## config.mk

```make
export PLATFORM = sky130hd
export DESIGN_NAME = mode_controller
export DESIGN_NICKNAME = d
export VERILOG_FILES = /design/src/rtl/clock_pkg.sv /design/src/rtl/sec_timer.sv /design/src/rtl/mode_controller.sv
export SDC_FILE = /design/constraint.sdc
export NUM_CORES = 1
export LEC_CHECK = 0
export BUFFER_PORTS_ARGS = -buffer_cell sky130_fd_sc_hd__buf_4
export CAP_MARGIN = 20
export CORE_UTILIZATION = 50
export CTS_CLUSTER_DIAMETER = 40
export CTS_CLUSTER_SIZE = 20
export DETAILED_ROUTE_END_ITERATION = 6
export GPL_TIMING_DRIVEN = 1
export HOLD_SLACK_MARGIN = 0.02
export PLACE_DENSITY_LB_ADDON = 0.25
export SYNTH_ARGS = -nofsm -noshare
export SYNTH_HDL_FRONTEND = slang
export SYNTH_HIERARCHICAL = 1
export SYNTH_SLANG_ARGS = --single-unit
```

## constraint.sdc

```tcl
create_clock -name clk -period 3.7 [get_ports clk]
set_input_delay 0.185 -clock clk [delete_from_list [all_inputs] [get_ports clk]]
set_output_delay 0.185 -clock clk [all_outputs]
set_load 0.02 [all_outputs]
```

## src/rtl/clock_pkg.sv

```systemverilog
// Shared encodings, timer sizing and helpers for the alarm-clock mode controller.
package clock_pkg;

  localparam int unsigned TIMER_W     = 16;
  localparam int unsigned SNOOZE_SECS = 300;

  typedef enum logic [1:0] {
    MODE_CLOCK     = 2'd0,
    MODE_SET_TIME  = 2'd1,
    MODE_SET_ALARM = 2'd2,
    MODE_STOPWATCH = 2'd3
  } mode_e;

  typedef enum logic [1:0] {
    RING_IDLE   = 2'd0,
    RING_RING   = 2'd1,
    RING_SNOOZE = 2'd2
  } ring_e;

  typedef struct packed {
    logic step;
    logic up;
    logic dn;
    logic sel;
  } btn_t;

  function automatic logic is_set_mode(input mode_e m);
    return (m == MODE_SET_TIME) || (m == MODE_SET_ALARM);
  endfunction

  function automatic mode_e next_mode(input mode_e m);
    case (m)
      MODE_CLOCK:     return MODE_SET_TIME;
      MODE_SET_TIME:  return MODE_SET_ALARM;
      MODE_SET_ALARM: return MODE_STOPWATCH;
      default:        return MODE_CLOCK;
    endcase
  endfunction

endpackage

```

## src/rtl/sec_timer.sv

```systemverilog
// Loadable seconds down-counter: decrements on tick, saturates at zero, flags zero.
module sec_timer
  import clock_pkg::*;
#(
  parameter int unsigned W = TIMER_W
) (
  input  logic         i_clk,
  input  logic         i_rst,
  input  logic         i_load,
  input  logic [W-1:0] i_load_val,
  input  logic         i_tick,
  output logic         o_zero
);

  logic [W-1:0] r_count;

  // Load has priority over a coincident tick.
  always_ff @(posedge i_clk or posedge i_rst) begin
    if (i_rst) begin
      r_count <= '0;
    end else if (i_load) begin
      r_count <= i_load_val;
    end else if (i_tick && (r_count != '0)) begin
      r_count <= r_count - W'(1);
    end
  end

  assign o_zero = (r_count == '0);

endmodule

```

## src/rtl/mode_controller.sv

```systemverilog
// Alarm-clock UI controller: mode/edit FSM, idle fallback and alarm ring FSM.
// Define MODE_CTRL_SNOOZE_EN to add the SNOOZE state to the ring FSM.
module mode_controller
  import clock_pkg::*;
#(
  parameter int unsigned RING_SECS = 60,
  parameter int unsigned IDLE_SECS = 30
) (
  input  logic       clk,
  input  logic       RESET,
  input  logic       mode_p,
  input  logic       up_p,
  input  logic       dn_p,
  input  logic       sel_p,
  input  logic       tick_1hz,
  input  logic       alarm_match,
  output logic [1:0] mode,
  output logic       sw_en,
  output logic       field,
  output logic       inc_p,
  output logic       dec_p,
  output logic       armed,
  output logic       ringing
);

  btn_t  w_btn, w_eff;
  mode_e r_mode, w_mode_nxt;
  ring_e r_ring, w_ring_nxt;

  logic r_match_d, w_match_rise, w_any_btn, w_consume;
  logic r_field, r_armed, r_inc, r_dec, r_sw_en, r_ringing;
  logic w_field_nxt, w_armed_nxt, w_inc_nxt, w_dec_nxt, w_sw_en_nxt, w_ringing_nxt;

  logic               w_idle_load, w_idle_tick, w_idle_zero;
  logic [TIMER_W-1:0] w_idle_val;
  logic               w_rt_load, w_rt_tick, w_rt_zero;
  logic [TIMER_W-1:0] w_rt_val;

  assign w_btn        = {mode_p, up_p, dn_p, sel_p};
  assign w_any_btn    = |w_btn;
  assign w_match_rise = alarm_match & ~r_match_d;
  // Any button seen while the alarm is active only silences it.
  assign w_consume    = (r_ring != RING_IDLE) & w_any_btn;
  assign w_eff        = w_consume ? '0 : w_btn;

  // ---------------- mode FSM ----------------
  always_ff @(posedge clk or posedge RESET) begin
    if (RESET) r_mode <= MODE_CLOCK;
    else       r_mode <= w_mode_nxt;
  end

  always_comb begin
    w_mode_nxt = r_mode;
    if (is_set_mode(r_mode) && w_idle_zero) begin
      w_mode_nxt = MODE_CLOCK;
    end else if (w_eff.step) begin
      w_mode_nxt = next_mode(r_mode);
    end
  end

  always_comb begin
    w_field_nxt = r_field;
    w_armed_nxt = r_armed;
    w_inc_nxt   = 1'b0;
    w_dec_nxt   = 1'b0;
    w_sw_en_nxt = (w_mode_nxt == MODE_STOPWATCH);
    if (w_mode_nxt != r_mode) begin
      w_field_nxt = 1'b0;
    end else begin
      case (r_mode)
        MODE_CLOCK: begin
          if (w_eff.sel) w_armed_nxt = ~r_armed;
        end
        MODE_SET_TIME, MODE_SET_ALARM: begin
          if (w_eff.sel) w_field_nxt = ~r_field;
          w_inc_nxt = w_eff.up & ~w_eff.dn;
          w_dec_nxt = w_eff.dn & ~w_eff.up;
        end
        default: ;
      endcase
    end
  end

  // Idle fallback: reload on entry or activity in set modes, held cleared elsewhere.
  assign w_idle_load = ~is_set_mode(w_mode_nxt) | (w_mode_nxt != r_mode) | w_any_btn;
  assign w_idle_val  = is_set_mode(w_mode_nxt) ? TIMER_W'(IDLE_SECS) : '0;
  assign w_idle_tick = is_set_mode(r_mode) & tick_1hz;

  sec_timer #(.W(TIMER_W)) u_idle_timer (
    .i_clk      (clk),
    .i_rst      (RESET),
    .i_load     (w_idle_load),
    .i_load_val (w_idle_val),
    .i_tick     (w_idle_tick),
    .o_zero     (w_idle_zero)
  );

  // ---------------- ring FSM ----------------
  always_ff @(posedge clk or posedge RESET) begin
    if (RESET) r_ring <= RING_IDLE;
    else       r_ring <= w_ring_nxt;
  end

  always_comb begin
    w_ring_nxt = r_ring;
    case (r_ring)
      RING_IDLE: begin
        if (w_match_rise && r_armed) w_ring_nxt = RING_RING;
      end
      RING_RING: begin
        if (w_rt_zero) w_ring_nxt = RING_IDLE;
`ifdef MODE_CTRL_SNOOZE_EN
        else if (w_btn.sel) w_ring_nxt = RING_SNOOZE;
`endif
        else if (w_any_btn) w_ring_nxt = RING_IDLE;
      end
`ifdef MODE_CTRL_SNOOZE_EN
      RING_SNOOZE: begin
        if (w_btn.step || w_btn.up || w_btn.dn) w_ring_nxt = RING_IDLE;
        else if (w_rt_zero)                     w_ring_nxt = RING_RING;
      end
`endif
      default: w_ring_nxt = RING_IDLE;
    endcase
  end

  always_comb begin
    w_ringing_nxt = (w_ring_nxt == RING_RING);
  end

  assign w_rt_load = (w_ring_nxt != r_ring) && (w_ring_nxt != RING_IDLE);
  assign w_rt_tick = (r_ring != RING_IDLE) & tick_1hz;
`ifdef MODE_CTRL_SNOOZE_EN
  assign w_rt_val  = (w_ring_nxt == RING_SNOOZE) ? TIMER_W'(SNOOZE_SECS) : TIMER_W'(RING_SECS);
`else
  assign w_rt_val  = TIMER_W'(RING_SECS);
`endif

  sec_timer #(.W(TIMER_W)) u_ring_timer (
    .i_clk      (clk),
    .i_rst      (RESET),
    .i_load     (w_rt_load),
    .i_load_val (w_rt_val),
    .i_tick     (w_rt_tick),
    .o_zero     (w_rt_zero)
  );

  // ---------------- output registers ----------------
  always_ff @(posedge clk or posedge RESET) begin
    if (RESET) begin
      r_match_d <= 1'b0;
      r_field   <= 1'b0;
      r_armed   <= 1'b0;
      r_inc     <= 1'b0;
      r_dec     <= 1'b0;
      r_sw_en   <= 1'b0;
      r_ringing <= 1'b0;
    end else begin
      r_match_d <= alarm_match;
      r_field   <= w_field_nxt;
      r_armed   <= w_armed_nxt;
      r_inc     <= w_inc_nxt;
      r_dec     <= w_dec_nxt;
      r_sw_en   <= w_sw_en_nxt;
      r_ringing <= w_ringing_nxt;
    end
  end

  assign mode    = r_mode;
  assign sw_en   = r_sw_en;
  assign field   = r_field;
  assign inc_p   = r_inc;
  assign dec_p   = r_dec;
  assign armed   = r_armed;
  assign ringing = r_ringing;

endmodule

```

==> results.json <==
{
  "required_ns": 3.93,
  "crit_type": "reg2reg",
  "clk_latency_ns": 0.29,
  "p_leak_nw": 1.31,
  "avgViaCountPerCell": 5.65,
  "yosysUniqueCellTypes": 51,
  "drt_iter0_drc": 151,
  "pre_cts_slack_ns": 0.206,
  "critPathMaxFanout": 20,
  "min_from": "up_p",
  "slowest_stage": "or4b_2",
  "crit_buf_inv": 3,
  "grt_util_all_layers": 0.217,
  "drive_above_1_share": 0.133,
  "place_congestion": 0.834,
  "grt-ovfl-total": 0,
  "fill_cells": 461,
  "cp-end-kind": "flop",
  "slew_viol_final": 0,
  "synth-seq-area-share": 0.402,
  "synth-main-ff-cell": "dfrtp_1",
  "drt-pass1-iter-count": 4,
  "syn_to_final_growth_pct": 15.7,
  "seq_power_share": 0.430,
  "synth_cells": 301,
  "cts_buffers": 5,
  "initial_core_util": 0.521,
  "die_w_um": 75.2,
  "antenna_found_initial": 0,
  "fmax_mhz": 284,
  "clockBufferDepth": 2,
  "tightest_slew_ns": 0.642,
  "root_buffer": "clkbuf_8",
  "cp_cell_sequence": "inv_1 > ha_2 > or4b_2 > or4_4 > inv_2 > a221oi_1 > ha_1 > nand2_1 > or3_1 > buf_4 > a311o_1 > nand3_1",
  "maxCapViolCount": 0,
  "cp.arrival_ns": 3.76,
  "worst_slack_ns": 0.173,
  "yosysTopAreaCell": "dfrtp_1",
  "dp_hpwl_um": 4170,
  "cts_tree": "built",
  "fin_tns_setup_ns": 0,
  "ys_seq_elements": 43,
  "nets": 359,
  "finalWirelength_um": 5650,
  "cp_slowest_stage_delay_ns": 0.63,
  "fin_skew_ns": 0.00771,
  "fin_crit_sh": 0.953,
  "grt_max_degree": 22,
  "met3_usage": 0.0455,
  "cts_setup_buffers": 0,
  "met1_usage": 0.308,
  "die_h_um": 75.2,
  "yosysWarnings": 6,
  "ios": 16,
  "drc": 0,
  "min_period_ns": 3.53,
  "outcome": "finished, final reports clean",
  "h-tree-depth": 2,
  "relSlewSlack": 0.566,
  "p_sw_w": 0.000791,
  "p_per_area_nw_per_um2": 630,
  "path_clk_slew_ns": 0.09,
  "critPathLaunchType": "flop",
  "worstReg2RegStart": "u_idle_timer/r_count[0]",
  "power.share.clock": 0.192,
  "critPathTopFamily": "simple AND/OR/NAND/NOR gates",
  "synth_edf_count": 0,
  "grt_pass1_wl_um": 9250,
  "grt_busiest_layer": "met2",
  "setup_viol": 0,
  "ant_nets": 0,
  "core_um2": 5140,
  "syn_area_per_cell_um2": 8.90,
  "hp-class": "in2reg",
  "port_buffers": 15,
  "clock_sinks": 43,
  "grt_pass1_vias": 2028,
  "p_int_w": 0.00116,
  "vias": 2356,
  "netlist_top_cells_area": "dfrtp_1 (40%), nor2_1 (4.9%), nand2_1 (4.2%), or4_1 (2.8%), a31oi_1 (2.6%)",
  "switching_share": 0.406,
  "combPwrFrac": 0.378,
  "synth_top_area_frac": 0.402,
  "diodes": 0,
  "crit_start": "u_idle_timer/r_count[0]",
  "hold_viol": 0,
  "netlist_area_um2": 2680,
  "met2_usage": 0.337,
  "wire_per_inst_um": 13.6,
  "rsz0062_at_grt": "false",
  "fp.dieArea_um2": 5650,
  "synthArstFlopShare": 1.00,
  "rows": 26,
  "ir_drop_mv": 0.505
}
## final cells by class
type | count | area (um^2) | area share
clock buffer | 5 | 68.8 | 0.0222
multi-input combinational | 258 | 1590 | 0.515
tap | 70 | 87.6 | 0.0283
sequential | 43 | 1080 | 0.347
timing repair buffer | 20 | 155 | 0.0501
clock inverter | 3 | 47.5 | 0.0154
inverter | 18 | 67.6 | 0.0218
## worst register-to-register path: cells and delay by family, from the launching register on
family | cells | cell delay (ns)
AOI/OAI and AO/OA | 2 | 0.44
buffers and inverters | 3 | 0.44
adders and majority gates | 2 | 0.62
and+or+nand+nor | 5 | 1.57
DFF | 1 | 0.40
## per-stage QoR
step | total power (W) | hold slack [ns] | utilization | cells | area [um^2]
2_1_floorplan | 0.00137 | 0.0374 | - | 328 | 2780
3_3_place_gp | 0.00155 | 0.232 | 0.575 | 407 | 2960
3_5_place_dp | 0.00157 | 0.228 | 0.575 | 407 | 2960
4_1_cts | 0.00196 | 0.129 | 0.602 | 417 | 3090
5_1_grt | 0.00209 | 0.138 | 0.602 | 417 | 3100
6_report | 0.00195 | 0.139 | 0.602 | 417 | 3100
## synthesized netlist by cell type, types with 4 or more instances
cell type,number
a311o_1,4
nand4_1,10
a31oi_1,11
nand2_1,30
o31ai_1,4
and2_1,5
a21oi_1,11
ha_1,5
or3_1,5
a2bb2oi_1,4
nor3_1,11
o21ai_0,12
nand3_1,6
or4_1,10
nor2_1,35
nor4bb_1,4
inv_1,16
clkbuf_1,6
xor2_1,5
dfrtp_1,43
nor4_1,7
or4_4,4
## path summary, 6_finish.rpt
check | endpoint | slack, ns | depth (start not counted)
worst max-delay path | u_idle_timer/r_count[9] | 0.17 | 12
worst min-delay path | inc_p | 0.14 | 3
worst max register to register | u_idle_timer/r_count[9] | 0.17 | 12
worst min register to register | r_ring[0] | 0.55 | 1
max in group asynchronous | u_idle_timer/r_count[8] | 2.74 | 3
min in group asynchronous | sw_en | 0.45 | 3
## kinds of logic after synthesis
logic type / share of synthesized area
flops: 0.402
xor+xnor: 0.0262
simple gates: 0.300
other cells: 0.00280
compound gates: 0.193
fa+ha+maj: 0.0234
mux: 0.0112
buf+inv: 0.0416
## sequential cells by signal, summed over array words and instances (netlist names)
register,count
u_idle_timer/r_count,16
u_ring_timer/r_count,16
mode,2
r_ring,2
armed,1
dec_p,1
field,1
inc_p,1
r_match_d,1
ringing,1
sw_en,1
## cells in the final DEF, fill, tap and decap left out, drive strengths merged, types with 11 or more instances in the layout
master	instances
or4	14
a31oi	11
a21oi	11
o21ai	12
inv	19
nand2	30
conb	29
nor3	11
nor2	35
buf	18
dfrtp	43
## layer usage
layer	share of wire	up-vias
li1	-	1198
met4	0.0085	0
met1	0.50	1109
met2	0.46	45
met3	0.032	4
met5	0	-
## power by group through the flow
stage                     Sequential (W)  Combinational, W  Clock (W)
after CTS                       0.000835          0.000735   0.000390
final                           0.000838          0.000738   0.000375
after floorplan                 0.000823          0.000551          0
after global routing            0.000869          0.000818   0.000402
after detailed placement        0.000839          0.000731          0
after global placement          0.000837          0.000710          0
## repair_timing
item                       CTS  global route
hold buffers                 2             0
hold endpoints to repair    44             0
gates resized for setup      0             2
setup endpoints to repair    0             4
Power figures use the tool's default switching activity.
